===== src/rtl/rsa_pkg.sv =====
// rtl/rsa_pkg.sv - shared types and constants for the RSA job sequencer
package rsa_pkg;

    localparam int DEFAULT_WIDTH = 128;

    localparam logic MODE_ENCRYPT = 1'b0;
    localparam logic MODE_DECRYPT = 1'b1;

    typedef enum logic [2:0] {
        IDLE      = 3'd0,
        INV_PULSE = 3'd1,
        INV_WAIT  = 3'd2,
        EXP_PULSE = 3'd3,
        EXP_WAIT  = 3'd4,
        DONE      = 3'd5
    } seq_state_e;

endpackage


===== src/rtl/rsa_wait_timer.sv =====
// rtl/rsa_wait_timer.sv - clear/enable wait counter flagging the cycle that reaches TIMEOUT
module rsa_wait_timer #(
    parameter int CNT_W   = 16,
    parameter int TIMEOUT = 65535
) (
    input  logic clk,
    input  logic reset,
    input  logic clear_i,
    input  logic en_i,
    output logic hit_o
);

    localparam logic [CNT_W-1:0] LAST_CNT = CNT_W'(TIMEOUT - 1);

    logic [CNT_W-1:0] count_q;
    logic [CNT_W-1:0] count_d;

    always_comb begin
        count_d = count_q;
        if (clear_i) begin
            count_d = '0;
        end else if (en_i) begin
            count_d = count_q + CNT_W'(1);
        end
    end

    always_ff @(posedge clk) begin
        if (reset) begin
            count_q <= '0;
        end else begin
            count_q <= count_d;
        end
    end

    // Asserted in the wait cycle whose increment brings the count to TIMEOUT.
    assign hit_o = en_i && (count_q == LAST_CNT);

endmodule


===== src/rtl/rsa_job_sequencer.sv =====
// rtl/rsa_job_sequencer.sv - accepts RSA jobs and drives the control core pulse protocol
module rsa_job_sequencer
    import rsa_pkg::*;
#(
    parameter int WIDTH   = DEFAULT_WIDTH,
    parameter int TIMEOUT = 65535,
    parameter int CNT_W   = 16
) (
    input  logic                 clk,
    input  logic                 reset,
    input  logic                 in_valid,
    output logic                 in_ready,
    input  logic [WIDTH-1:0]     in_p,
    input  logic [WIDTH-1:0]     in_q,
    input  logic                 in_mode,
    input  logic [2*WIDTH-1:0]   in_msg,
    output logic                 out_valid,
    input  logic                 out_ready,
    output logic [2*WIDTH-1:0]   out_msg,
    output logic                 out_error,
    output logic [WIDTH-1:0]     p,
    output logic [WIDTH-1:0]     q,
    output logic                 encrypt_decrypt,
    output logic [2*WIDTH-1:0]   msg_in,
    output logic                 reset_inverter,
    output logic                 reset_mod_exp,
    input  logic                 inverter_finish,
    input  logic                 mod_exp_finish,
    input  logic [2*WIDTH-1:0]   msg_out
);

    seq_state_e state_q, state_d;

    logic               in_ready_q, in_ready_d;
    logic               out_valid_q, out_valid_d;
    logic [2*WIDTH-1:0] out_msg_q, out_msg_d;
    logic               out_error_q, out_error_d;
    logic [WIDTH-1:0]   p_q, p_d;
    logic [WIDTH-1:0]   q_q, q_d;
    logic               mode_q, mode_d;
    logic [2*WIDTH-1:0] msg_in_q, msg_in_d;
    logic               rst_inv_q, rst_inv_d;
    logic               rst_exp_q, rst_exp_d;

    logic timer_clear;
    logic timer_en;
    logic timer_hit;

    rsa_wait_timer #(
        .CNT_W   (CNT_W),
        .TIMEOUT (TIMEOUT)
    ) u_wait_timer (
        .clk     (clk),
        .reset   (reset),
        .clear_i (timer_clear),
        .en_i    (timer_en),
        .hit_o   (timer_hit)
    );

    always_ff @(posedge clk) begin
        if (reset) begin
            state_q     <= IDLE;
            in_ready_q  <= 1'b1;
            out_valid_q <= 1'b0;
            out_msg_q   <= '0;
            out_error_q <= 1'b0;
            p_q         <= '0;
            q_q         <= '0;
            mode_q      <= MODE_ENCRYPT;
            msg_in_q    <= '0;
            rst_inv_q   <= 1'b0;
            rst_exp_q   <= 1'b0;
        end else begin
            state_q     <= state_d;
            in_ready_q  <= in_ready_d;
            out_valid_q <= out_valid_d;
            out_msg_q   <= out_msg_d;
            out_error_q <= out_error_d;
            p_q         <= p_d;
            q_q         <= q_d;
            mode_q      <= mode_d;
            msg_in_q    <= msg_in_d;
            rst_inv_q   <= rst_inv_d;
            rst_exp_q   <= rst_exp_d;
        end
    end

    // Finish is checked ahead of the timer, so a finish on the hit cycle wins.
    always_comb begin
        state_d = state_q;
        case (state_q)
            IDLE: begin
                if (in_valid && in_ready_q) begin
                    state_d = INV_PULSE;
                end
            end
            INV_PULSE: state_d = INV_WAIT;
            INV_WAIT: begin
                if (inverter_finish) begin
                    state_d = EXP_PULSE;
                end else if (timer_hit) begin
                    state_d = DONE;
                end
            end
            EXP_PULSE: state_d = EXP_WAIT;
            EXP_WAIT: begin
                if (mod_exp_finish || timer_hit) begin
                    state_d = DONE;
                end
            end
            DONE: begin
                if (out_valid_q && out_ready) begin
                    state_d = IDLE;
                end
            end
            default: state_d = IDLE;
        endcase
    end

    // Handshake and pulse outputs are registered from the next state so they
    // line up with the state they describe.
    always_comb begin
        in_ready_d  = (state_d == IDLE);
        out_valid_d = (state_d == DONE);
        rst_inv_d   = (state_d == INV_PULSE);
        rst_exp_d   = (state_d == EXP_PULSE);
        out_msg_d   = out_msg_q;
        out_error_d = out_error_q;
        p_d         = p_q;
        q_d         = q_q;
        mode_d      = mode_q;
        msg_in_d    = msg_in_q;

        timer_clear = (state_q == INV_PULSE) || (state_q == EXP_PULSE);
        timer_en    = ((state_q == INV_WAIT) && !inverter_finish) ||
                      ((state_q == EXP_WAIT) && !mod_exp_finish);

        case (state_q)
            IDLE: begin
                if (in_valid && in_ready_q) begin
                    p_d      = in_p;
                    q_d      = in_q;
                    mode_d   = in_mode;
                    msg_in_d = in_msg;
                end
            end
            INV_WAIT: begin
                if (!inverter_finish && timer_hit) begin
                    out_error_d = 1'b1;
                    out_msg_d   = '0;
                end
            end
            EXP_WAIT: begin
                if (mod_exp_finish) begin
                    out_error_d = 1'b0;
                    out_msg_d   = msg_out;
                end else if (timer_hit) begin
                    out_error_d = 1'b1;
                    out_msg_d   = '0;
                end
            end
            default: ;
        endcase
    end

    assign in_ready        = in_ready_q;
    assign out_valid       = out_valid_q;
    assign out_msg         = out_msg_q;
    assign out_error       = out_error_q;
    assign p               = p_q;
    assign q               = q_q;
    assign encrypt_decrypt = mode_q;
    assign msg_in          = msg_in_q;
    assign reset_inverter  = rst_inv_q;
    assign reset_mod_exp   = rst_exp_q;

endmodule


===== config.mk =====
export PLATFORM = sky130hd
export DESIGN_NAME = rsa_job_sequencer
export DESIGN_NICKNAME = d
export VERILOG_FILES = /design/src/rtl/rsa_pkg.sv /design/src/rtl/rsa_wait_timer.sv /design/src/rtl/rsa_job_sequencer.sv
export SDC_FILE = /design/constraint.sdc
export NUM_CORES = 1
export LEC_CHECK = 0
export ABC_CLOCK_PERIOD_IN_PS = 2100
export BUFFER_PORTS_ARGS = -buffer_cell sky130_fd_sc_hd__buf_2
export CAP_MARGIN = 20
export CORE_AREA = 2 2 603 605
export DETAILED_ROUTE_END_ITERATION = 8
export DIE_AREA = 0 0 605 607
export PLACE_DENSITY_LB_ADDON = 0.15
export SYNTH_ARGS = -nofsm -noshare
export SYNTH_HDL_FRONTEND = slang
export SYNTH_SLANG_ARGS = --single-unit

===== constraint.sdc =====
create_clock -name clk -period 2.1 [get_ports clk]
set_input_delay 0.525 -clock clk [delete_from_list [all_inputs] [get_ports clk]]
set_output_delay 0.525 -clock clk [all_outputs]
set_load 0.01 [all_outputs]

## After elaboration in Yosys (flattened, before gate mapping)

Index checks and enable logic that the tools add are counted.

| operators by class | value |
|---|---|
| eq/ne operators | 11 |
| shifts and indexed selects | 0 |
| bitwise gates (word level) | 0 |
| add/subtract/negate cells | 1 |
| reduce and logical (&&, ||, !) cells | 17 |
| multipliers | 0 |
| div/mod/pow operators | 0 |
| $lt $le $gt $ge | 0 |
| mux-type cells | 14 |

Operators with widths:

| operator | count |
|---|---|
| $mux 256 | 3 |
| $pmux 256 s2 | 1 |
| $pmux 3 s6 | 1 |
| $add 16x1->16 const B | 1 |
| $eq 16x16->1 const B | 1 |
| $mux 3 | 5 |
| $eq 3x2->1 const B | 3 |
| $eq 3x3->1 const B | 3 |
| $eq 3x1->1 const B | 2 |
| $logic_and 1x1->1 | 6 |
| $logic_not 3->1 | 2 |
| $logic_or 1x1->1 | 3 |
| $mux 1 | 3 |
| $ne 3x3->1 const B | 1 |
| $reduce_and 3->1 | 1 |
| $logic_not 1->1 | 2 |
| $ne 2x1->1 const B | 1 |
| $pmux 1 s2 | 1 |
| $reduce_and 2->1 | 1 |
| $reduce_bool 2->1 | 1 |
| $reduce_or 2->1 | 1 |

| word-level totals | value |
|---|---|
| ROM bits | 0 |
| memories kept | 0 |
| logic and storage cells | 55 |
| bits in latches | 0 |
| bits in registers | 793 |
| bits in writable memories | 0 |
| bits of input ports | 775 |

## Longest topological paths before layout

| depth | value |
|---|---|
| word-level depth | 8 |
| gate-level depth with buffers | 8 |
| gate-level depth less buffers | 6 |

## Hierarchy

From an unflattened synthesis, not the netlist that was laid out.

| unflattened totals | value |
|---|---|
| cell total of the unflattened synthesis | 3500 |
| area total of the unflattened synthesis | 28220.8 µm² |

By module, submodules not included:

| module | instances | area each (µm²) | sequential area each (µm²) | cells an instance |
|---|---|---|---|---|
| rsa_job_sequencer | 1 | 27405.0 | 15554.9 | 3407 |
| rsa_wait_timer | 1 | 815.8 | 320.3 | 93 |

## Least setup slack after synthesis

No wires, ideal clock.

| timing path | value |
|---|---|
| kind | input-to-reg |
| start point | input inverter_finish |
| end point | register out_msg_q[165], in the netlist out_msg[165] |
| cell stages on the path | 6 |
| setup slack | 0.165 ns |
| required time | 1.983 ns |
| buffers on the path | 2 |
| data arrival time | 1.818 ns |
| cells stage by stage | or3b_1 a21oi_1 a31oi_1 clkbuf_1 buf_2 a22o_1 |

| between the ends | value |
|---|---|
| longest elaborated chain between the ends | 7 |
| elaborated cells between the ends (all ways) | 8 |

Ends and longest elaborated chain:

| item | line | source |
|---|---|---|
| start: declaration | rsa_job_sequencer.sv:27 | `input logic inverter_finish,` |
| $logic_not 1->1 * | rsa_job_sequencer.sv:135, rsa_job_sequencer.sv:148 |  |
| $logic_and 1x1->1 | rsa_job_sequencer.sv:135 | `timer_en = ((state_q == INV_WAIT) && !inverter_finish) \|\|` |
| $logic_or 1x1->1 | rsa_job_sequencer.sv:135 |  |
| $logic_and 1x1->1 | rsa_wait_timer.sv:36 | `assign hit_o = en_i && (count_q == LAST_CNT);` |
| $logic_and 1x1->1 | rsa_job_sequencer.sv:148 | `if (!inverter_finish && timer_hit) begin` |
| $ne 2x1->1 (no source line) | n/a |  |
| $reduce_and 3->1 (no source line) * | n/a |  |
| end signal: assignment | rsa_job_sequencer.sv:77 | `out_msg_q <= out_msg_d;` |
| end: declaration | rsa_job_sequencer.sv:36 | `logic [2*WIDTH-1:0] out_msg_q, out_msg_d;` |

Mark *: on every way between the ends. The rest lies on a longest branch, timed or not.
A chain may end at the register's enable or synchronous reset.

## Worst setup path after layout

| timing path | value |
|---|---|
| start point | register state_q[2] |
| end point | register out_msg_q[42], in the netlist out_msg[42] |

| between the ends | value |
|---|---|
| longest elaborated chain between the ends | 7 |
| elaborated cells between the ends (all ways) | 12 |

Ends and longest elaborated chain:

| item | line | source |
|---|---|---|
| start: declaration | rsa_job_sequencer.sv:32 | `seq_state_e state_q, state_d;` |
| start signal: assignment | rsa_job_sequencer.sv:74 | `state_q <= state_d;` |
| $eq 3x2->1 / $eq 3x3->1 (equally long branches) | rsa_job_sequencer.sv:135, rsa_job_sequencer.sv:138, rsa_job_sequencer.sv:136 |  |
| $logic_and 1x1->1, on equally long branches | rsa_job_sequencer.sv:135, rsa_job_sequencer.sv:136 |  |
| $logic_or 1x1->1 | rsa_job_sequencer.sv:135 |  |
| $logic_and 1x1->1 | rsa_wait_timer.sv:36 |  |
| $logic_and 1x1->1 | rsa_job_sequencer.sv:148 |  |
| $ne 2x1->1 (no source line) | n/a |  |
| $reduce_and 3->1 (no source line) | n/a |  |

Several ways; a longest one is shown, not always the timed one.

==> reports/summary.md <==
• **global-route wire length before repair** 296000 microns
• **total wire length after detailed routing** 232000 microns
• **starting density of the core** 7.26%
• **maximum clock skew at final layout** 0.101 ns
• **flip-flop cell with the highest count after synthesis** sky130_fd_sc_hd__dfxtp_1
• **TritonCTS Buffers** 114
• **via count of the first global-routing pass** 31500
• **crit path time final** 2.12 ns
• **Top Family by Delay on Critical Path** buffers and inverters
• **Die Area** 0.367 sq mm
• **total power divided by cell area** 902 mW/mm^2
• **total routing usage reported by global routing** 11.9%
• **number of primary I/O pins** 1549
• **Mapped Area** 0.0262 sq mm
• **status** complete, but fails checks
• **WP data required** 2.77 ns
• **Sum Neg Setup Slack** -0.111 ns
• **Die W** 605 microns
• **number of H-tree branching levels** 3
• **cell area after layout** 0.0527 sq mm
• **number of synthesized flops with an enable pin** 0
• **critical path endpoint category** flip-flop
• **violations in the final reports** setup timing
• **share of synthesized registers carrying an async set or reset** 0%
• **routed vias/inst** 3.05
• **launching element type of the critical path** flip-flop
• **Final Util** 14.6%
• **maximum cell stage delay along the critical path** 0.41 ns
• **number of cells traversed by the worst register-to-register path** 7
• **Unique masters post-synth** 45
• **sequential area share after synthesis** 60.6%
• **largest driver fanout on the critical path** 26
• **hold violation total from the final report** 0
• **Post-DRT Antenna Nets** 0
• **post-DR wirelength/cell** 22.8 microns
• **HPWL reported at the end of detailed placement** 193000 microns
• **Bufs on Longest Clock Path** 4
• **row count** 221
• **average instance area after synthesis** 8.91 sq um
• **Final WS setup** -0.0230 ns
• **height of the die** 607 microns
• **number of standard cells in the layout, taps in and fillers out** 10200
• **critical path data arrival time** 2.80 ns
• **slowest cell on the critical path** sky130_fd_sc_hd__or3b_1
• **Crit path buffers/inverters** 3
• **maximum number of pins on one net before global-route repair** 102
• **insertion delay of the later-clocked pin in the worst-skew pair** 0.88 ns
• **clk slew on worst S/H paths** 0.06 ns
• **placed insts** 9195
• **number of warnings reported in the yosys synthesis log** 0
• **grt ovf** 0
• **series of cell instances along the critical path** or3b_1 -> a21oi_1 -> buf_4 -> a31oi_4 -> buf_12 -> clkbuf_16 -> a22o_1
• **Final #Nets** 6062
• **routability congestion estimate from global placement** 0.841
• **hold depth** 3
• **leakage power figure** 22.6 nW
• **number of violations reported at the end of detailed-routing iteration 0** 1489
• **clk sinks** 793
• **Port Buf Inserts** 1548
• **crit path kind** flip-flop to flip-flop
• **Slew HR** 56.8%
• **post-place instance area** 0.0407 sq mm
• **DRC violation count after routing** 0
• **number of antenna violations at the first check in global routing** 76
• **Synth Net Count** 3718
• **endpoints failing setup** 10
• **highest ir drop seen on vdd** 697 uV
• **Hold Path Class** input pin to flip-flop
• **fill cell total of the finished layout** 41500
• **sequential cell area** 0.0160 sq mm
• **TritonCTS clock tree** yes
• **max-slew violation count** 0
• **Synth Instances** 2941
• **dpl ws** -0.255 ns
• **number of register bits inferred by synthesis** 793
• **area used by multi-input combinational logic** 0.00943 sq mm
• **buffer cell driving the clock tree root** sky130_fd_sc_hd__clkbuf_16
• **final worst-path cycle share** 101%
• **total number of vias** 31100
• **CP Depth** 7
• **worst slew pin tran** 0.648 ns
• **number of optimization iterations in the first detailed-route pass** 5
• **synthesis-to-layout area growth** 101%
• **Max Cap Viol** 0
• **area inside the core boundary** 0.361 sq mm
• **highest achievable clock rate** 471 MHz
• **fraction of layout instances using a drive strength above 1** 36.3%
cells in the mapped netlist (7+ instances only):
| library cell | count | share of area (%) |
|---|---|---|
| sky130_fd_sc_hd__dfxtp_1 | 793 | 61 |
| sky130_fd_sc_hd__nand2_1 | 1032 | 15 |
| sky130_fd_sc_hd__a21oi_1 | 525 | 10 |
| sky130_fd_sc_hd__buf_1 | 17 | 0.24 |
| sky130_fd_sc_hd__nor2_1 | 15 | 0.21 |
| sky130_fd_sc_hd__a22o_1 | 256 | 8.6 |
| sky130_fd_sc_hd__clkbuf_1 | 184 | 2.6 |
| sky130_fd_sc_hd__inv_1 | 7 | 0.10 |
| sky130_fd_sc_hd__buf_2 | 32 | 0.61 |
| sky130_fd_sc_hd__o21ai_0 | 9 | 0.17 |
| sky130_fd_sc_hd__or3_1 | 7 | 0.17 |
power breakdown:
group | switching [mW] | internal (mW)
Combinational | 6.21 | 4.18
Clock | 8.12 | 12.1
Sequential | 0.716 | 16.3
Total | 15.0 | 32.5
cells by family (layout without fill, tap and decap cells):
group,after synthesis,after routing,share of synthesized area (%)
buf+inv,241,2672,3.63
flops,793,793,60.6
compound gates,810,810,19.4
simple gates,1089,1089,16.1
fa+ha+maj,2,2,0.0955
xor+xnor,6,6,0.201
other cells,0,32,0
metal layers:
layer	wire length, microns	GRT usage, %	part of all wire, %	vias up
li1	-	-	-	14700
met1	87900	12.9	38	15100
met2	125000	22.7	54	976
met3	13900	3.09	6.0	298
met4	4890	2.53	2.1	52
met5	327	0	0.14	-
final timing paths:
check | to | startpoint | slack (ns)
worst max-delay path | out_msg[42]$_SDFFE_PP0P_ | state_q[2]$_SDFF_PP0_ | -0.02
worst min-delay path | q[41]$_SDFFE_PP0P_ | in_q[41] | 0.06
worst max register to register | out_msg[42]$_SDFFE_PP0P_ | state_q[2]$_SDFF_PP0_ | -0.02
worst min register to register | msg_in[87]$_SDFFE_PP0P_ | msg_in[87]$_SDFFE_PP0P_ | 0.45
registers in the layout (all words and copies together), names as in the netlist:
| name | cells |
|---|---|
| out_error | 1 |
| out_valid | 1 |
| reset_inverter | 1 |
| encrypt_decrypt | 1 |
| p | 128 |
| in_ready | 1 |
| out_msg | 256 |
| q | 128 |
| msg_in | 256 |
| reset_mod_exp | 1 |
| state_q | 3 |
| u_wait_timer.count_q | 16 |
layout by cell type, fill, tap and decap left out, types with 19 or more instances in the layout:
cell / synthesis / routed
sky130_fd_sc_hd__buf_2: 32 / 1493
sky130_fd_sc_hd__nand2_1: 1032 / 1031
sky130_fd_sc_hd__dlygate4sd3_1: 0 / 751
sky130_fd_sc_hd__dfxtp_1: 793 / 748
sky130_fd_sc_hd__a21oi_1: 525 / 523
sky130_fd_sc_hd__a22o_1: 256 / 256
sky130_fd_sc_hd__buf_4: 0 / 147
sky130_fd_sc_hd__clkbuf_16: 0 / 121
sky130_fd_sc_hd__buf_12: 0 / 39
sky130_fd_sc_hd__diode_2: 0 / 32
sky130_fd_sc_hd__dfxtp_2: 0 / 30
sky130_fd_sc_hd__clkbuf_1: 184 / 27
sky130_fd_sc_hd__clkbuf_8: 0 / 26
sky130_fd_sc_hd__clkinv_2: 0 / 19
what timing repair did:
item | in CTS | in global routing
endpoints found under the hold margin | 751 | 0
hold buffers | 751 | 0
pin swaps | 1 | 3
endpoints found under the setup margin | 94 | 262
gates cloned | 0 | 7
buffers inserted | 0 | 10
resized for setup | 127 | 21
cell type report:
cell class	instances	share of cell area, %
Timing Repair Buffer	2462	33.1
Sequential cell	793	30.3
Multi-Input combinational cell	1907	17.9
Tap cell	4794	11.4
Clock buffer	167	6.28
Clock inverter	36	0.902
Antenna cell	32	0.152
Inverter	7	0.0498
worst register-to-register path: stages (launching register included):
cell	delay [ns]
sky130_fd_sc_hd__dfxtp_2	0.34
sky130_fd_sc_hd__or3b_1	0.41
sky130_fd_sc_hd__a21oi_1	0.20
sky130_fd_sc_hd__buf_4	0.16
sky130_fd_sc_hd__a31oi_4	0.08
sky130_fd_sc_hd__buf_12	0.17
sky130_fd_sc_hd__clkbuf_16	0.48
sky130_fd_sc_hd__a22o_1	0.19
stage by stage:
step	hold slack, ns	total power, mW
after floorplan	0.465	20.6
after global placement	0.440	26.5
after detailed placement	0.444	26.5
after CTS	0.00129	48.8
after global routing	0.0189	50.0
final	0.0589	47.6
Note: power is estimated with default switching activity, not from simulation.
